==> config.mk <==
export PLATFORM = sky130hd
export DESIGN_NAME = lsu_mem_stage
export DESIGN_NICKNAME = d
export VERILOG_FILES = /design/src/rtl/lsu_mem_stage_pkg.sv /design/src/rtl/lsu_mem_stage_align.sv /design/src/rtl/lsu_mem_stage.sv
export SDC_FILE = /design/constraint.sdc
export NUM_CORES = 1
export LEC_CHECK = 0
export ABC_AREA = 1
export CORE_MARGIN = 1.5
export CORE_UTILIZATION = 30
export CTS_CLUSTER_DIAMETER = 60
export DETAILED_ROUTE_END_ITERATION = 6
export GPL_TIMING_DRIVEN = 1
export PLACE_DENSITY_LB_ADDON = 0.2
export SETUP_SLACK_MARGIN = 0.02
export SLEW_MARGIN = 20
export SYNTH_ARGS = -nofsm -noshare
export SYNTH_HDL_FRONTEND = slang
export SYNTH_SLANG_ARGS = --single-unit
export TNS_END_PERCENT = 5
==> constraint.sdc <==
create_clock -name i_clk -period 3.45 [get_ports i_clk]
set_input_delay 0.5175 -clock i_clk [delete_from_list [all_inputs] [get_ports i_clk]]
set_output_delay 0.5175 -clock i_clk [all_outputs]
set_load 0.03 [all_outputs]
==> src/rtl/lsu_mem_stage_pkg.sv <==
// Shared definitions for the LSU memory stage: widths, access-size encodings, FSM states and
// the alignment rule used to reject an access before it reaches the bus.
package lsu_mem_stage_pkg;

  localparam int unsigned XLEN = 64;
  localparam int unsigned RD_W = 5;

  localparam logic [1:0] LSU_SZ_B = 2'b00;
  localparam logic [1:0] LSU_SZ_H = 2'b01;
  localparam logic [1:0] LSU_SZ_W = 2'b10;
  localparam logic [1:0] LSU_SZ_D = 2'b11;

  typedef enum logic [1:0] {
    StIdle = 2'b00,
    StReq  = 2'b01,
    StRsp  = 2'b10,
    StDone = 2'b11
  } lsu_state_e;

  // An access is misaligned when its byte offset is not a multiple of its size.
  function automatic logic lsu_misaligned(input logic [2:0] off, input logic [1:0] size);
    logic mis;
    case (size)
      LSU_SZ_B: mis = 1'b0;
      LSU_SZ_H: mis = off[0];
      LSU_SZ_W: mis = |off[1:0];
      default:  mis = |off;
    endcase
    return mis;
  endfunction

endpackage

==> src/rtl/lsu_mem_stage_align.sv <==
// Combinational data alignment for the LSU: store lane shift and strobes, load byte extract
// with sign/zero extension, and the misalignment check for an incoming op.
module lsu_align
  import lsu_mem_stage_pkg::*;
(
  input  logic [2:0]      i_off,
  input  logic [1:0]      i_size,
  input  logic            i_unsigned,
  input  logic [XLEN-1:0] i_wdata,
  input  logic [XLEN-1:0] i_rdata,
  input  logic [2:0]      i_chk_off,
  input  logic [1:0]      i_chk_size,
  output logic [XLEN-1:0] o_wdata,
  output logic [7:0]      o_wstrb,
  output logic [XLEN-1:0] o_ld_data,
  output logic            o_misalign
);

  logic [5:0]      w_shamt;
  logic [XLEN-1:0] w_rsh;
  logic [7:0]      w_mask;
  logic            w_sext;

  assign w_shamt    = {i_off, 3'b000};
  assign o_wdata    = i_wdata << w_shamt;
  assign w_rsh      = i_rdata >> w_shamt;
  assign o_wstrb    = w_mask << i_off;
  assign w_sext     = ~i_unsigned;
  assign o_misalign = lsu_misaligned(i_chk_off, i_chk_size);

  always_comb begin
    w_mask    = 8'hFF;
    o_ld_data = w_rsh;
    case (i_size)
      LSU_SZ_B: begin
        w_mask    = 8'h01;
        o_ld_data = {{56{w_sext & w_rsh[7]}}, w_rsh[7:0]};
      end
      LSU_SZ_H: begin
        w_mask    = 8'h03;
        o_ld_data = {{48{w_sext & w_rsh[15]}}, w_rsh[15:0]};
      end
      LSU_SZ_W: begin
        w_mask    = 8'h0F;
        o_ld_data = {{32{w_sext & w_rsh[31]}}, w_rsh[31:0]};
      end
      default: begin
        w_mask    = 8'hFF;
        o_ld_data = w_rsh;
      end
    endcase
  end

endmodule

==> src/rtl/lsu_mem_stage.sv <==
// Memory-access stage: latches an EX op, issues one aligned 64-bit bus request for loads/stores,
// and presents the writeback result through a valid/ready handshake.
module lsu_mem_stage
  import lsu_mem_stage_pkg::*;
(
  input  logic            i_clk,
  input  logic            i_rst_n,
  input  logic            i_in_valid,
  output logic            o_in_ready,
  input  logic [XLEN-1:0] i_in_alu_res,
  input  logic [XLEN-1:0] i_in_wdata,
  input  logic            i_in_is_load,
  input  logic            i_in_is_store,
  input  logic [1:0]      i_in_size,
  input  logic            i_in_unsigned,
  input  logic [RD_W-1:0] i_in_rd,
  input  logic            i_in_wen,
  output logic            o_mem_req_valid,
  input  logic            i_mem_req_ready,
  output logic [XLEN-1:0] o_mem_req_addr,
  output logic            o_mem_req_we,
  output logic [XLEN-1:0] o_mem_req_wdata,
  output logic [7:0]      o_mem_req_wstrb,
  input  logic            i_mem_rsp_valid,
  input  logic [XLEN-1:0] i_mem_rsp_rdata,
  output logic            o_out_valid,
  input  logic            i_out_ready,
  output logic [RD_W-1:0] o_out_rd,
  output logic            o_out_wen,
  output logic [XLEN-1:0] o_out_data,
  output logic            o_out_misalign
);

  lsu_state_e      r_state, w_state_nxt;
  logic [XLEN-1:0] r_addr, r_wdata;
  logic            r_is_load, r_is_store, r_unsigned, r_wen;
  logic [1:0]      r_size;
  logic [RD_W-1:0] r_rd;
  logic [XLEN-1:0] r_out_data;
  logic            r_out_wen, r_out_misalign;
  logic [RD_W-1:0] r_out_rd;

  logic            w_accept, w_in_mem, w_in_misal, w_rsp_take;
  logic [XLEN-1:0] w_ld_data;

  lsu_align u_align (
    .i_off      (r_addr[2:0]),
    .i_size     (r_size),
    .i_unsigned (r_unsigned),
    .i_wdata    (r_wdata),
    .i_rdata    (i_mem_rsp_rdata),
    .i_chk_off  (i_in_alu_res[2:0]),
    .i_chk_size (i_in_size),
    .o_wdata    (o_mem_req_wdata),
    .o_wstrb    (o_mem_req_wstrb),
    .o_ld_data  (w_ld_data),
    .o_misalign (w_in_misal)
  );

  assign w_accept   = o_in_ready & i_in_valid;
  assign w_in_mem   = i_in_is_load | i_in_is_store;
  assign w_rsp_take = (r_state == StRsp) & i_mem_rsp_valid;

  always_comb begin
    w_state_nxt = r_state;
    o_in_ready  = 1'b0;
    case (r_state)
      StIdle: o_in_ready = 1'b1;
      StReq:  if (i_mem_req_ready) w_state_nxt = StRsp;
      StRsp:  if (i_mem_rsp_valid) w_state_nxt = StDone;
      StDone: begin
        o_in_ready = i_out_ready;
        if (i_out_ready) w_state_nxt = StIdle;
      end
      default: w_state_nxt = StIdle;
    endcase
    // Accepting in DONE takes the same decision as IDLE, so a new op overrides the return.
    if (w_accept) w_state_nxt = (w_in_mem & ~w_in_misal) ? StReq : StDone;
  end

  always_ff @(posedge i_clk or negedge i_rst_n) begin
    if (!i_rst_n) r_state <= StIdle;
    else          r_state <= w_state_nxt;
  end

  always_ff @(posedge i_clk or negedge i_rst_n) begin
    if (!i_rst_n) begin
      r_addr     <= '0;
      r_wdata    <= '0;
      r_is_load  <= 1'b0;
      r_is_store <= 1'b0;
      r_size     <= LSU_SZ_B;
      r_unsigned <= 1'b0;
      r_rd       <= '0;
      r_wen      <= 1'b0;
    end else if (w_accept) begin
      r_addr     <= i_in_alu_res;
      r_wdata    <= i_in_wdata;
      r_is_load  <= i_in_is_load;
      r_is_store <= i_in_is_store;
      r_size     <= i_in_size;
      r_unsigned <= i_in_unsigned;
      r_rd       <= i_in_rd;
      r_wen      <= i_in_wen;
    end
  end

  always_ff @(posedge i_clk or negedge i_rst_n) begin
    if (!i_rst_n) begin
      r_out_data     <= '0;
      r_out_wen      <= 1'b0;
      r_out_misalign <= 1'b0;
      r_out_rd       <= '0;
    end else if (w_accept) begin
      r_out_rd <= i_in_rd;
      if (!w_in_mem) begin
        r_out_data     <= i_in_alu_res;
        r_out_wen      <= i_in_wen;
        r_out_misalign <= 1'b0;
      end else if (w_in_misal) begin
        r_out_data     <= '0;
        r_out_wen      <= 1'b0;
        r_out_misalign <= 1'b1;
      end
    end else if (w_rsp_take) begin
      // Store acks carry no data; a load/store conflict is treated as a load.
      r_out_data     <= r_is_load ? w_ld_data : '0;
      r_out_wen      <= r_is_load & r_wen;
      r_out_misalign <= 1'b0;
    end
  end

  assign o_mem_req_valid = (r_state == StReq);
  assign o_mem_req_addr  = {r_addr[XLEN-1:3], 3'b000};
  assign o_mem_req_we    = r_is_store & ~r_is_load;
  assign o_out_valid     = (r_state == StDone);
  assign o_out_rd        = r_out_rd;
  assign o_out_wen       = r_out_wen;
  assign o_out_data      = r_out_data;
  assign o_out_misalign  = r_out_misalign;

endmodule

* Word level (Yosys, flattened, before mapping)
Index checks and enable logic that the tools add are counted.
** Word-level totals
- Register bits after elaboration :: 207
- Input bits :: 209
- Word-level logic and storage cells :: 70
** Cells by class
- Eq/ne operators :: 11
- Shifts and indexed selects :: 3
- Mux-type cells :: 23
- Bitwise gates (word level) :: 12
- Reduce and logical (&&, ||, !) cells :: 9
** Operators by type and width (count)
- $mux W64 :: 5
- $pmux W64 S3 :: 1
- $shl A64 B6 Y64 :: 1
- $shr A64 B6 Y64 :: 1
- $pmux W8 S3 :: 1
- $mux W2 :: 5
- $and A1 B1 Y1 :: 8
- $eq A2 B2 Y1 const B :: 4
- $mux W1 :: 8
- $shl A8 B3 Y8 :: 1
- $eq A2 B1 Y1 const B :: 3
- $logic_not A2 Y1 :: 3
- $ne A3 B1 Y1 const B :: 2
- $pmux W2 S3 :: 1
- $reduce_and A4 Y1 :: 1
- $reduce_bool A4 Y1 :: 1
- $ne A3 B2 Y1 const B :: 1
- $ne A3 B3 Y1 const B :: 1
- $not A1 Y1 :: 3
- $pmux W1 S3 :: 1
- $reduce_or A3 Y1 :: 1
- $pmux W1 S2 :: 1
- $reduce_and A2 Y1 :: 1
- $reduce_bool A2 Y1 :: 1
- other kinds (2) :: 2

* Depth between registers and ports, before layout
- Depth in word-level cells :: 6
- Gate-level depth with buffers :: 14

* Hierarchy
A second synthesis with hierarchy kept.
** Unflattened totals
- Cell total of the unflattened synthesis :: 2261
- Area total of the unflattened synthesis :: 14457.6 um^2
** By module, submodules not included
- lsu_mem_stage :: instances 1, cells an instance 1407, area an instance 10337.4 um^2, sequential area each 5180.0 um^2
- lsu_align :: instances 1, cells an instance 854, area an instance 4120.2 um^2, sequential area each 0.0 um^2

* Least setup slack after synthesis
No wires, ideal clock.
- Path kind :: reg-to-output
- From :: register r_addr[1]
- To :: output port o_mem_req_wdata[56]
- Data arrival time :: 1967 ps
- Required time :: 2932 ps
- Setup slack :: 965 ps
- Cell stages (with the launch flop) :: 7
- Path buffers :: 3
- Cell sequence :: dfrtp_1 > inv_1 > buf_4 > clkbuf_1 > clkbuf_1 > o21ai_0 > o21ai_0
** On the way
- Word-level cells in the longest chain between the ends :: 1
** Ends and longest elaborated chain
- start, declared :: RTL line lsu_mem_stage.sv:35 : logic [XLEN-1:0] r_addr, r_wdata;
- start signal, assigned :: RTL line lsu_mem_stage.sv:97 : r_addr <= i_in_alu_res;
- $shl A64 B6 Y64 :: RTL line lsu_mem_stage_align.sv:25 : assign o_wdata = i_wdata << w_shamt;
- end, declared :: RTL line lsu_mem_stage.sv:22 : output logic [XLEN-1:0] o_mem_req_wdata,
Every way passes these cells.

* Final worst setup path
- From :: register r_addr[0]
- To :: output port o_mem_req_wdata[53]
The elaborated chain is that of the path after synthesis.

==> metrics <==
Mapped Cells 1809; input/output buffers 416; Die Y 211 um; initial core utilization 30.3%; worst-path cell chain buf_12, nor2_1, buf_4, a22oi_1, o21ai_0, buf_12; startpoint types flop; grt total ovfl 0; area leader, netlist dfrtp_1; vias in the first global route 13071; Vias/cell 4.91; Rows 76; DIE AREA 44700 um2; Pwr Total 22000 uW; FF+latch count, synth 207; Core ar. 43000 um2; CP Data Arrival Time 2.76 ns; Mapped Area 13000 um2; synth top area cells dfrtp_1, nand2_1, o21ai_0, buf_4, nand3_1; Worst path slowest cell dfrtp_4; library cells used by synthesis 36; final hold vios 0; Synth Flop Type dfrtp_1; pins over their slew limit 0; DR DRC count 0; Synth top area share 39.8%; number of cells in the design after placement 2637; outcome completed; Placer Congestion 0.918; CTS Buf Count 28; Leak 0.00818 uW; Ys Warns 0; max cap viols 0; clock skew 0.0280 ns; total placed instance area 17200 um2; FFs w/ async S/R, synth 100%; Max VDD drop 833 uV; CTS clk-pin slew, worst paths 0.06 ns; buffers and inverters on the worst path 3; fin cells 2694; Relative slew margins 47.7%; Worst path max stage delay 0.64 ns; power per cell area 1210 nW/um2; crit path time final 3.28 ns; Critical Path Fanout Max 40; Hold Path Class flop to flop; Required @ worst endpoint 2.93 ns; most common cell in the netlist nand2_1; Crit Path Class flop to primary output; initial antenna violation count 10; antenna-violating nets left 0; H-tree depth 1; Root Driver clkbuf_16; share of cells above drive strength 1 9.46%; clk_lat worst skew 0.57 ns; post-route cell area 18200 um2; Detailed Place HPWL 40400 um; Final Cycle Share 95.0%; Final Net Count 2296; Mapped Avg Cell Area 7.20 um2; # IOs 420; Crit. End Element primary output; die width 211 um; Fillers 4510; WL per Instance 20.2 um; crit-path leading delay family buffers and inverters; Layout area overhead 39.5%; Final setup viols 0; sequential share of the synthesized area 39.8%; Via Count 13219; drt first pass iters 5; Worst-Margin Slew 0.784 ns; RSZ-0062 raised after global routing false; Post-synth EDFFs 0; Initial DRC Count 964; crit-path most repeated cell buf_12; pin count of the biggest net entering global routing 113; Highest Clock Rate 0.305 GHz; clk sinks 207; setup TNS 0 ns; first-pass GRT wire length 81100 um; Total GRT Usage 23.8%; leading cell types by count after synthesis nand2_1, dfrtp_1, o21ai_0; WL final 54500 um; CTS Buffer Depth 3; CTS tree done
cells by family after synthesis:
group / after synthesis / synth area share [%]
and+or+nand+nor: 927 / 30.2
AOI/OAI and AO/OA: 375 / 16.9
buffers and inverters: 275 / 11.2
DFF: 207 / 39.8
muxes: 20 / 1.54
adders and majority gates: 4 / 0.384
other: 1 / 0.0288
timing repair:
action	CTS	global route
setup buffers	0	0
endpoints found under the hold margin	72	0
hold buffers	1	0
endpoints found under the setup margin	1	15
resized for setup	1	11
per-stage QoR:
step / worst slack, ns / hold slack (ns) / utilization (%)
after detailed placement: 0.561 / 0.458 / 40.0
after CTS: 0.0552 / 0.473 / 42.2
after global placement: 0.589 / 0.454 / 40.0
after global routing: 0.0185 / 0.485 / 42.3
final: 0.174 / 0.467 / 42.3
after floorplan: 0.965 / 0.222 / -
power by group:
part / switching, uW / leakage [uW] / internal (uW) / total (uW)
Combinational: 9430 / 0.00519 / 5220 / 14600
Sequential: 832 / 0.00255 / 3640 / 4470
Clock: 1180 / 0.000446 / 1740 / 2920
cell usage in the layout, fill, tap and decap left out, types with 7 or more instances in the layout:
cell	instances
a21oi_1	44
a21oi_2	30
a22oi_1	9
a31oi_1	67
buf_12	20
buf_4	27
clkbuf_16	29
clkdlybuf4s50_1	387
dfrtp_1	204
dlymetal6s2s_1	9
inv_1	63
mux2i_1	20
nand2_1	655
nand3_1	92
nand3_2	36
nor2_1	114
o211ai_1	35
o21ai_0	179
o22ai_1	7
or2_2	16
final cells by class:
type	count	area, um2	area share [%]
Timing Repair Buffer	446	4630	25.5
Antenna cell	6	15.0	0.0827
Clock buffer	37	776	4.27
Multi-Input combinational cell	1329	6410	35.3
Sequential cell	207	5190	28.6
Tap cell	585	732	4.03
Clock inverter	13	143	0.785
Inverter	71	279	1.54
state kept, by name, indices dropped and copies added, names as in the netlist:
| name | count |
|---|---|
| o_out_data | 64 |
| r_size | 2 |
| r_state | 2 |
| o_out_rd | 5 |
| o_out_misalign | 1 |
| r_unsigned | 1 |
| o_out_wen | 1 |
| r_is_load | 1 |
| r_is_store | 1 |
| r_wdata | 64 |
| r_addr | 64 |
| r_wen | 1 |
worst min-delay path: cells and delay by family, from the launching register on:
kind / cells / cell delay (ns)
flops: 1 / 0.34
simple gates: 2 / 0.10
final timing paths:
kind / startpoint / end / slack (ns) / cells after the start
worst max register to register: r_addr[0] / o_out_data[63] / 0.65 / 12
worst min register to register: r_addr[28] / r_addr[28] / 0.47 / 2
max in group asynchronous: i_rst_n / r_wdata[40] / 2.07 / 3
min in group asynchronous: i_rst_n / r_addr[11] / 0.56 / 2
worst min-delay path: r_addr[28] / r_addr[28] / 0.47 / 2
worst max-delay path: r_addr[0] / o_mem_req_wdata[53] / 0.17 / 6
routing by layer:
metal	GRT usage, %	routed length [um]
met1	29.3	22300
met2	40.3	26300
met3	5.46	3940
met4	8.92	1910
met5	0	58
No activity file was read; power rests on OpenSTA's default activity.
